<file path="src/rtl/complex_addsub_pipe_if.sv">
// Handshake and data bundle for the pipelined complex adder/subtractor.
// The slave modport is the block's view; the master modport is the driver's view.
interface complex_addsub_pipe_if #(
    parameter int DATA_W = 16
);
    logic              i_valid;
    logic              o_ready;
    logic              i_sub;
    logic [DATA_W-1:0] i_data_ra;
    logic [DATA_W-1:0] i_data_ca;
    logic [DATA_W-1:0] i_data_rb;
    logic [DATA_W-1:0] i_data_cb;
    logic              o_valid;
    logic              i_ready;
    logic [DATA_W-1:0] o_data_r;
    logic [DATA_W-1:0] o_data_c;
    logic              i_clr_ovf;
    logic              o_ovf;

    modport slave (
        input  i_valid, i_sub, i_data_ra, i_data_ca, i_data_rb, i_data_cb,
        input  i_ready, i_clr_ovf,
        output o_ready, o_valid, o_data_r, o_data_c, o_ovf
    );

    modport master (
        output i_valid, i_sub, i_data_ra, i_data_ca, i_data_rb, i_data_cb,
        output i_ready, i_clr_ovf,
        input  o_ready, o_valid, o_data_r, o_data_c, o_ovf
    );
endinterface

</file>
<file path="src/rtl/complex_addsub_pipe.sv">
// Two-stage pipelined complex adder/subtractor for the FFT datapath.
// Stage 1 holds the full-precision (DATA_W+1 bit) sum/difference; stage 2
// holds the scaled, saturated or wrapped DATA_W result. Both stages stall
// together whenever the output is valid and downstream is not ready.
module complex_addsub_pipe #(
    parameter int DATA_W = 16,
    parameter int SCALE  = 0,
    parameter int SAT    = 1
) (
    input  logic                 clk,
    input  logic                 rst,
    complex_addsub_pipe_if.slave bus
);

    logic                     en;
    logic signed [DATA_W:0]   a_r, a_c, b_r, b_c;
    logic signed [DATA_W:0]   sum_r, sum_c;
    logic                     s1_valid;
    logic        [DATA_W:0]   s1_r, s1_c;
    logic        [DATA_W:0]   post_r, post_c;

    // Returns {ovf, result}: arithmetic halving when scaling, otherwise
    // range check followed by clamp or wrap.
    function automatic logic [DATA_W:0] post_proc(input logic [DATA_W:0] full);
        logic              ovf;
        logic [DATA_W-1:0] res;
        ovf = 1'b0;
        res = full[DATA_W-1:0];
        if (SCALE != 0) begin
            res = full[DATA_W:1];
        end else begin
            ovf = full[DATA_W] ^ full[DATA_W-1];
            if (ovf && (SAT != 0)) begin
                res = full[DATA_W] ? {1'b1, {(DATA_W-1){1'b0}}}
                                   : {1'b0, {(DATA_W-1){1'b1}}};
            end
        end
        return {ovf, res};
    endfunction

    assign en          = !bus.o_valid || bus.i_ready;
    assign bus.o_ready = en;

    // Sign-extend operands and form full-precision sum or difference.
    always_comb begin
        a_r   = {bus.i_data_ra[DATA_W-1], bus.i_data_ra};
        a_c   = {bus.i_data_ca[DATA_W-1], bus.i_data_ca};
        b_r   = {bus.i_data_rb[DATA_W-1], bus.i_data_rb};
        b_c   = {bus.i_data_cb[DATA_W-1], bus.i_data_cb};
        sum_r = bus.i_sub ? (a_r - b_r) : (a_r + b_r);
        sum_c = bus.i_sub ? (a_c - b_c) : (a_c + b_c);
    end

    // Stage 1: capture the full-precision result; a bubble loads when no sample is offered.
    always_ff @(posedge clk or posedge rst) begin
        if (rst) begin
            s1_valid <= 1'b0;
            s1_r     <= '0;
            s1_c     <= '0;
        end else if (en) begin
            s1_valid <= bus.i_valid;
            s1_r     <= sum_r;
            s1_c     <= sum_c;
        end
    end

    // Range handling of the stage-1 contents, feeding stage 2.
    always_comb begin
        post_r = post_proc(s1_r);
        post_c = post_proc(s1_c);
    end

    // Stage 2: output registers and output valid.
    always_ff @(posedge clk or posedge rst) begin
        if (rst) begin
            bus.o_valid  <= 1'b0;
            bus.o_data_r <= '0;
            bus.o_data_c <= '0;
        end else if (en) begin
            bus.o_valid  <= s1_valid;
            bus.o_data_r <= post_r[DATA_W-1:0];
            bus.o_data_c <= post_c[DATA_W-1:0];
        end
    end

    // Sticky overflow: a valid overflowing sample entering stage 2 beats a same-cycle clear.
    always_ff @(posedge clk or posedge rst) begin
        if (rst) begin
            bus.o_ovf <= 1'b0;
        end else if (en && s1_valid && (post_r[DATA_W] || post_c[DATA_W])) begin
            bus.o_ovf <= 1'b1;
        end else if (bus.i_clr_ovf) begin
            bus.o_ovf <= 1'b0;
        end
    end

endmodule

</file>
<file path="src/flat_wrapper.sv">
// flat-port wrapper written by rule: the top's interface ports become plain ports
module complex_addsub_pipe_flat 
#(
    parameter int DATA_W = 16,
    parameter int SCALE  = 0,
    parameter int SAT    = 1
)
  (clk, rst, bus_i_valid, bus_i_sub, bus_i_data_ra, bus_i_data_ca, bus_i_data_rb, bus_i_data_cb, bus_i_ready, bus_i_clr_ovf, bus_o_ready, bus_o_valid, bus_o_data_r, bus_o_data_c, bus_o_ovf);
  complex_addsub_pipe_if #(.DATA_W(DATA_W)) bus_i ();
  input  logic clk;
  input  logic rst;
  input wire logic [$bits(bus_i.i_valid)-1:0] bus_i_valid;
  input wire logic [$bits(bus_i.i_sub)-1:0] bus_i_sub;
  input wire logic [$bits(bus_i.i_data_ra)-1:0] bus_i_data_ra;
  input wire logic [$bits(bus_i.i_data_ca)-1:0] bus_i_data_ca;
  input wire logic [$bits(bus_i.i_data_rb)-1:0] bus_i_data_rb;
  input wire logic [$bits(bus_i.i_data_cb)-1:0] bus_i_data_cb;
  input wire logic [$bits(bus_i.i_ready)-1:0] bus_i_ready;
  input wire logic [$bits(bus_i.i_clr_ovf)-1:0] bus_i_clr_ovf;
  output wire logic [$bits(bus_i.o_ready)-1:0] bus_o_ready;
  output wire logic [$bits(bus_i.o_valid)-1:0] bus_o_valid;
  output wire logic [$bits(bus_i.o_data_r)-1:0] bus_o_data_r;
  output wire logic [$bits(bus_i.o_data_c)-1:0] bus_o_data_c;
  output wire logic [$bits(bus_i.o_ovf)-1:0] bus_o_ovf;
  assign bus_i.i_valid = bus_i_valid;
  assign bus_i.i_sub = bus_i_sub;
  assign bus_i.i_data_ra = bus_i_data_ra;
  assign bus_i.i_data_ca = bus_i_data_ca;
  assign bus_i.i_data_rb = bus_i_data_rb;
  assign bus_i.i_data_cb = bus_i_data_cb;
  assign bus_i.i_ready = bus_i_ready;
  assign bus_i.i_clr_ovf = bus_i_clr_ovf;
  assign bus_o_ready = bus_i.o_ready;
  assign bus_o_valid = bus_i.o_valid;
  assign bus_o_data_r = bus_i.o_data_r;
  assign bus_o_data_c = bus_i.o_data_c;
  assign bus_o_ovf = bus_i.o_ovf;
  complex_addsub_pipe #(.DATA_W(DATA_W), .SCALE(SCALE), .SAT(SAT)) u_core (.clk(clk), .rst(rst), .bus(bus_i));
endmodule
</file>
<file path="config.mk">
export PLATFORM = sky130hd
export DESIGN_NAME = complex_addsub_pipe_flat
export DESIGN_NICKNAME = d
export VERILOG_FILES = /design/src/rtl/complex_addsub_pipe_if.sv /design/src/rtl/complex_addsub_pipe.sv /design/src/flat_wrapper.sv
export SDC_FILE = /design/constraint.sdc
export NUM_CORES = 1
export LEC_CHECK = 0
export ABC_AREA = 0
export ABC_CLOCK_PERIOD_IN_PS = 1700
export BUFFER_PORTS_ARGS = -buffer_cell sky130_fd_sc_hd__clkbuf_2
export CORE_ASPECT_RATIO = 1.5
export CORE_MARGIN = 4
export CORE_UTILIZATION = 50
export DETAILED_ROUTE_END_ITERATION = 7
export GPL_TIMING_DRIVEN = 0
export PLACE_DENSITY = 0.79
export SLEW_MARGIN = 40
export SYNTH_ARGS = -nofsm -noshare
export SYNTH_HDL_FRONTEND = slang
export SYNTH_SLANG_ARGS = --single-unit
</file>
<file path="constraint.sdc">
create_clock -name clk -period 1.7 [get_ports clk]
set_input_delay 0.085 -clock clk [delete_from_list [all_inputs] [get_ports clk]]
set_output_delay 0.085 -clock clk [all_outputs]
set_load 0.01 [all_outputs]
</file>
==> run metrics <==
hpwl dp 10,700 um; pwr dens 1110 nW/um2; count of clock tree sinks 69; DP Area 6080 um2; setup ws final -0.730 ns; Die Height 130 um; Yosys reg bits 69; Ports 105; fillcell total 552; Vias 5,789; Post-DRT Antenna Nets 0; Vias/cell 6.27; Die Area 11,600 um2; layout overhead on the synthesized area 58.8%; Avg Inst Size Synth 8.20 um2; Seq/Total Area, Yosys 34.7%; Max Slew Vio Count 0; core box area 9690 um2; gr ovfl total 0; Worst setup EP type register; H-tree levels 3; fin crit share 143%; Max VDD drop 0.00103 V; critical path type primary input to register; CTS max path bufs 2; final instance area 7890 um2; first-pass detailed-route iteration total 5; RSZ-0062 raised after global routing true; number of flops mapped to enable cells by yosys 0; WP data arrival 2.65 ns; DRC 0; Initial Util 51.3%; share of layout cells above drive strength 1 44.0%; final hold vios 0; async set-reset flop share out of synthesis 100%; final WL 19,400 um; Top FF cell, synth dfrtp_1; vias in the first global route 5,479; clk slew on worst S/H paths 0.05 ns; Setup violations, final 28; largest net degree at the start of global routing 24; CTS tree done; synth unique cells 50; Clock Latency Late Sink 0.33 ns; Pwr Total 0.00876 W; failing checks setup timing; Worst Tran Pin Value 0.616 ns; Avg WL per Cell 21.0 um; row count 44; Lkg Pwr 3.52 nW; post-layout minimum cycle time 2.43 ns; worst min path class primary input to register; Port Buffers 104; GPL Wtd Cong 0.843; Root Buffer clkbuf_16; Iter 0 DRT Violations 486; nets 915; WHS 0.151 ns; FMAX 411 MHz; Post-Syn Instances 606; number of buffers created by CTS 9; gr usage total 28.1%; Critical Path RT 1.92 ns; syn nets 716; Slew headroom 58.9%; initial antenna violation count 0; CP max FO 3; clock skew 0.00610 ns; outcome complete, but fails checks; Syn Std Cell Area 4970 um2; Syn. warnings 0; die width 89.4 um; first-pass GRT wire length 25,700 um; diode count 0; CP startpoint kind primary input; max capacitance violation total 0
through the flow:
stage | worst slack (ns) | setup TNS, ns | utilization [%] | instances
after floorplan | -0.708 | -6.64 | - | 606
after global placement | -1.19 | -24.63 | 61.9 | 825
after detailed placement | -1.24 | -26.74 | 62.8 | 828
after CTS | -0.600 | -7.52 | 74.8 | 900
after global routing | -0.830 | -14.45 | 81.5 | 924
final | -0.730 | -12.99 | 81.5 | 924
state kept, by name, indices dropped and copies added, names as in the netlist:
register	flops
u_core.bus.o_data_c	16
u_core.bus.o_data_r	16
u_core.bus.o_ovf	1
u_core.bus.o_valid	1
u_core.s1_c	17
u_core.s1_r	17
u_core.s1_valid	1
path summary, 6_finish.rpt:
check	from	endpoint	slack, ns	depth (start not counted)
worst max-delay path	bus_i_data_cb[0]	u_core.s1_c[15]	-0.73	15
worst min-delay path	bus_i_data_ra[0]	u_core.s1_r[0]	0.15	4
worst max register to register	u_core.bus.o_valid	u_core.s1_r[13]	-0.09	7
worst min register to register	u_core.bus.o_data_c[10]	u_core.bus.o_data_c[10]	0.47	2
max in group asynchronous	rst	u_core.bus.o_data_r[13]	0.73	6
min in group asynchronous	rst	u_core.bus.o_data_c[14]	0.24	3
worst max-delay path, stage by stage:
cell       delay, ns
clkbuf_16       0.13
clkinv_8        0.04
ha_4            0.13
nor4b_4         0.27
nand2_2         0.12
nor2_4          0.15
a21oi_2         0.08
xnor2_1         0.19
ha_2            0.34
and3_4          0.19
a221o_1         0.32
a21oi_2         0.16
nor3b_2         0.18
o21ai_1         0.10
nor3b_2         0.15
layer usage:
metal  GRT usage [%]  wire, um  up-vias
met4            13.3      1410        0
met5               0         0        -
li1                -         -     2554
met1            33.2      6900     2758
met3            3.47      1250      120
met2            49.6      9880      357
where the power goes:
part / total (W) / switching (W) / internal (W)
logic: 0.00424 / 0.00238 / 0.00186
clock network: 0.00185 / 0.000639 / 0.00121
registers: 0.00267 / 0.000381 / 0.00229
total: 0.00876 / 0.00340 / 0.00536
synth_stat cells (4+ instances only):
cell      count  share of area [%]
a211oi_1      6               0.91
a21o_1       16                2.4
a21oi_1      74                7.5
a31oi_1      11                1.4
and2_1        4               0.50
clkbuf_1     24                1.8
dfrtp_1      69                 35
ha_1         38                9.6
inv_1        23                1.7
nand2_1      76                5.7
nand2b_1      5               0.63
nand3_1       5               0.50
nor2_1       65                4.9
nor2b_1       4               0.50
nor3_1       15                1.5
o211ai_1      5               0.76
o21ai_0      49                4.9
o21ai_1      12                1.2
o31ai_1       5               0.76
xnor2_1      37                6.5
xor2_1       10                1.8
cell usage in the layout (no fill, tap or decap), types with 25 or more instances in the layout:
cell,count
a21oi_1,52
nand2_1,70
nor2_1,49
xnor2_1,29
clkbuf_2,97
dfrtp_1,68
buf_4,59
o21ai_0,39
buf_6,25
layout make-up:
cell class / instances / area, um2 / share of cell area [%]
buffer: 24 / 185 / 2.35
clock buffer: 14 / 264 / 3.34
sequential: 69 / 1730 / 21.9
timing repair buffer: 190 / 1450 / 18.3
tap: 115 / 144 / 1.82
inverter: 23 / 140 / 1.78
clock inverter: 1 / 30.0 / 0.380
multi-input combinational: 488 / 3960 / 50.1
kinds of logic (layout without fill, tap and decap cells):
kind of cell | after synthesis | in the layout | synth area share [%]
adder cells (fa/ha/maj) | 40 | 40 | 10.4
flip-flops | 69 | 69 | 34.7
XOR/XNOR | 47 | 47 | 8.28
AO/OA/AOI/OAI | 203 | 203 | 24.6
multiplexers | 3 | 3 | 0.604
AND/OR/NAND/NOR | 195 | 195 | 17.7
buffers and inverters | 49 | 252 | 3.72
timing repair:
| item | CTS | global route |
|---|---|---|
| endpoints found under the setup margin | 67 | 57 |
| pin swaps | 74 | 75 |
| gates cloned | 0 | 0 |
| gates resized for setup | 93 | 121 |
| hold buffers | 3 | 0 |
| endpoints found under the hold margin | 31 | 0 |
| setup buffers | 57 | 28 |
(Power assumes the default switching activity.)
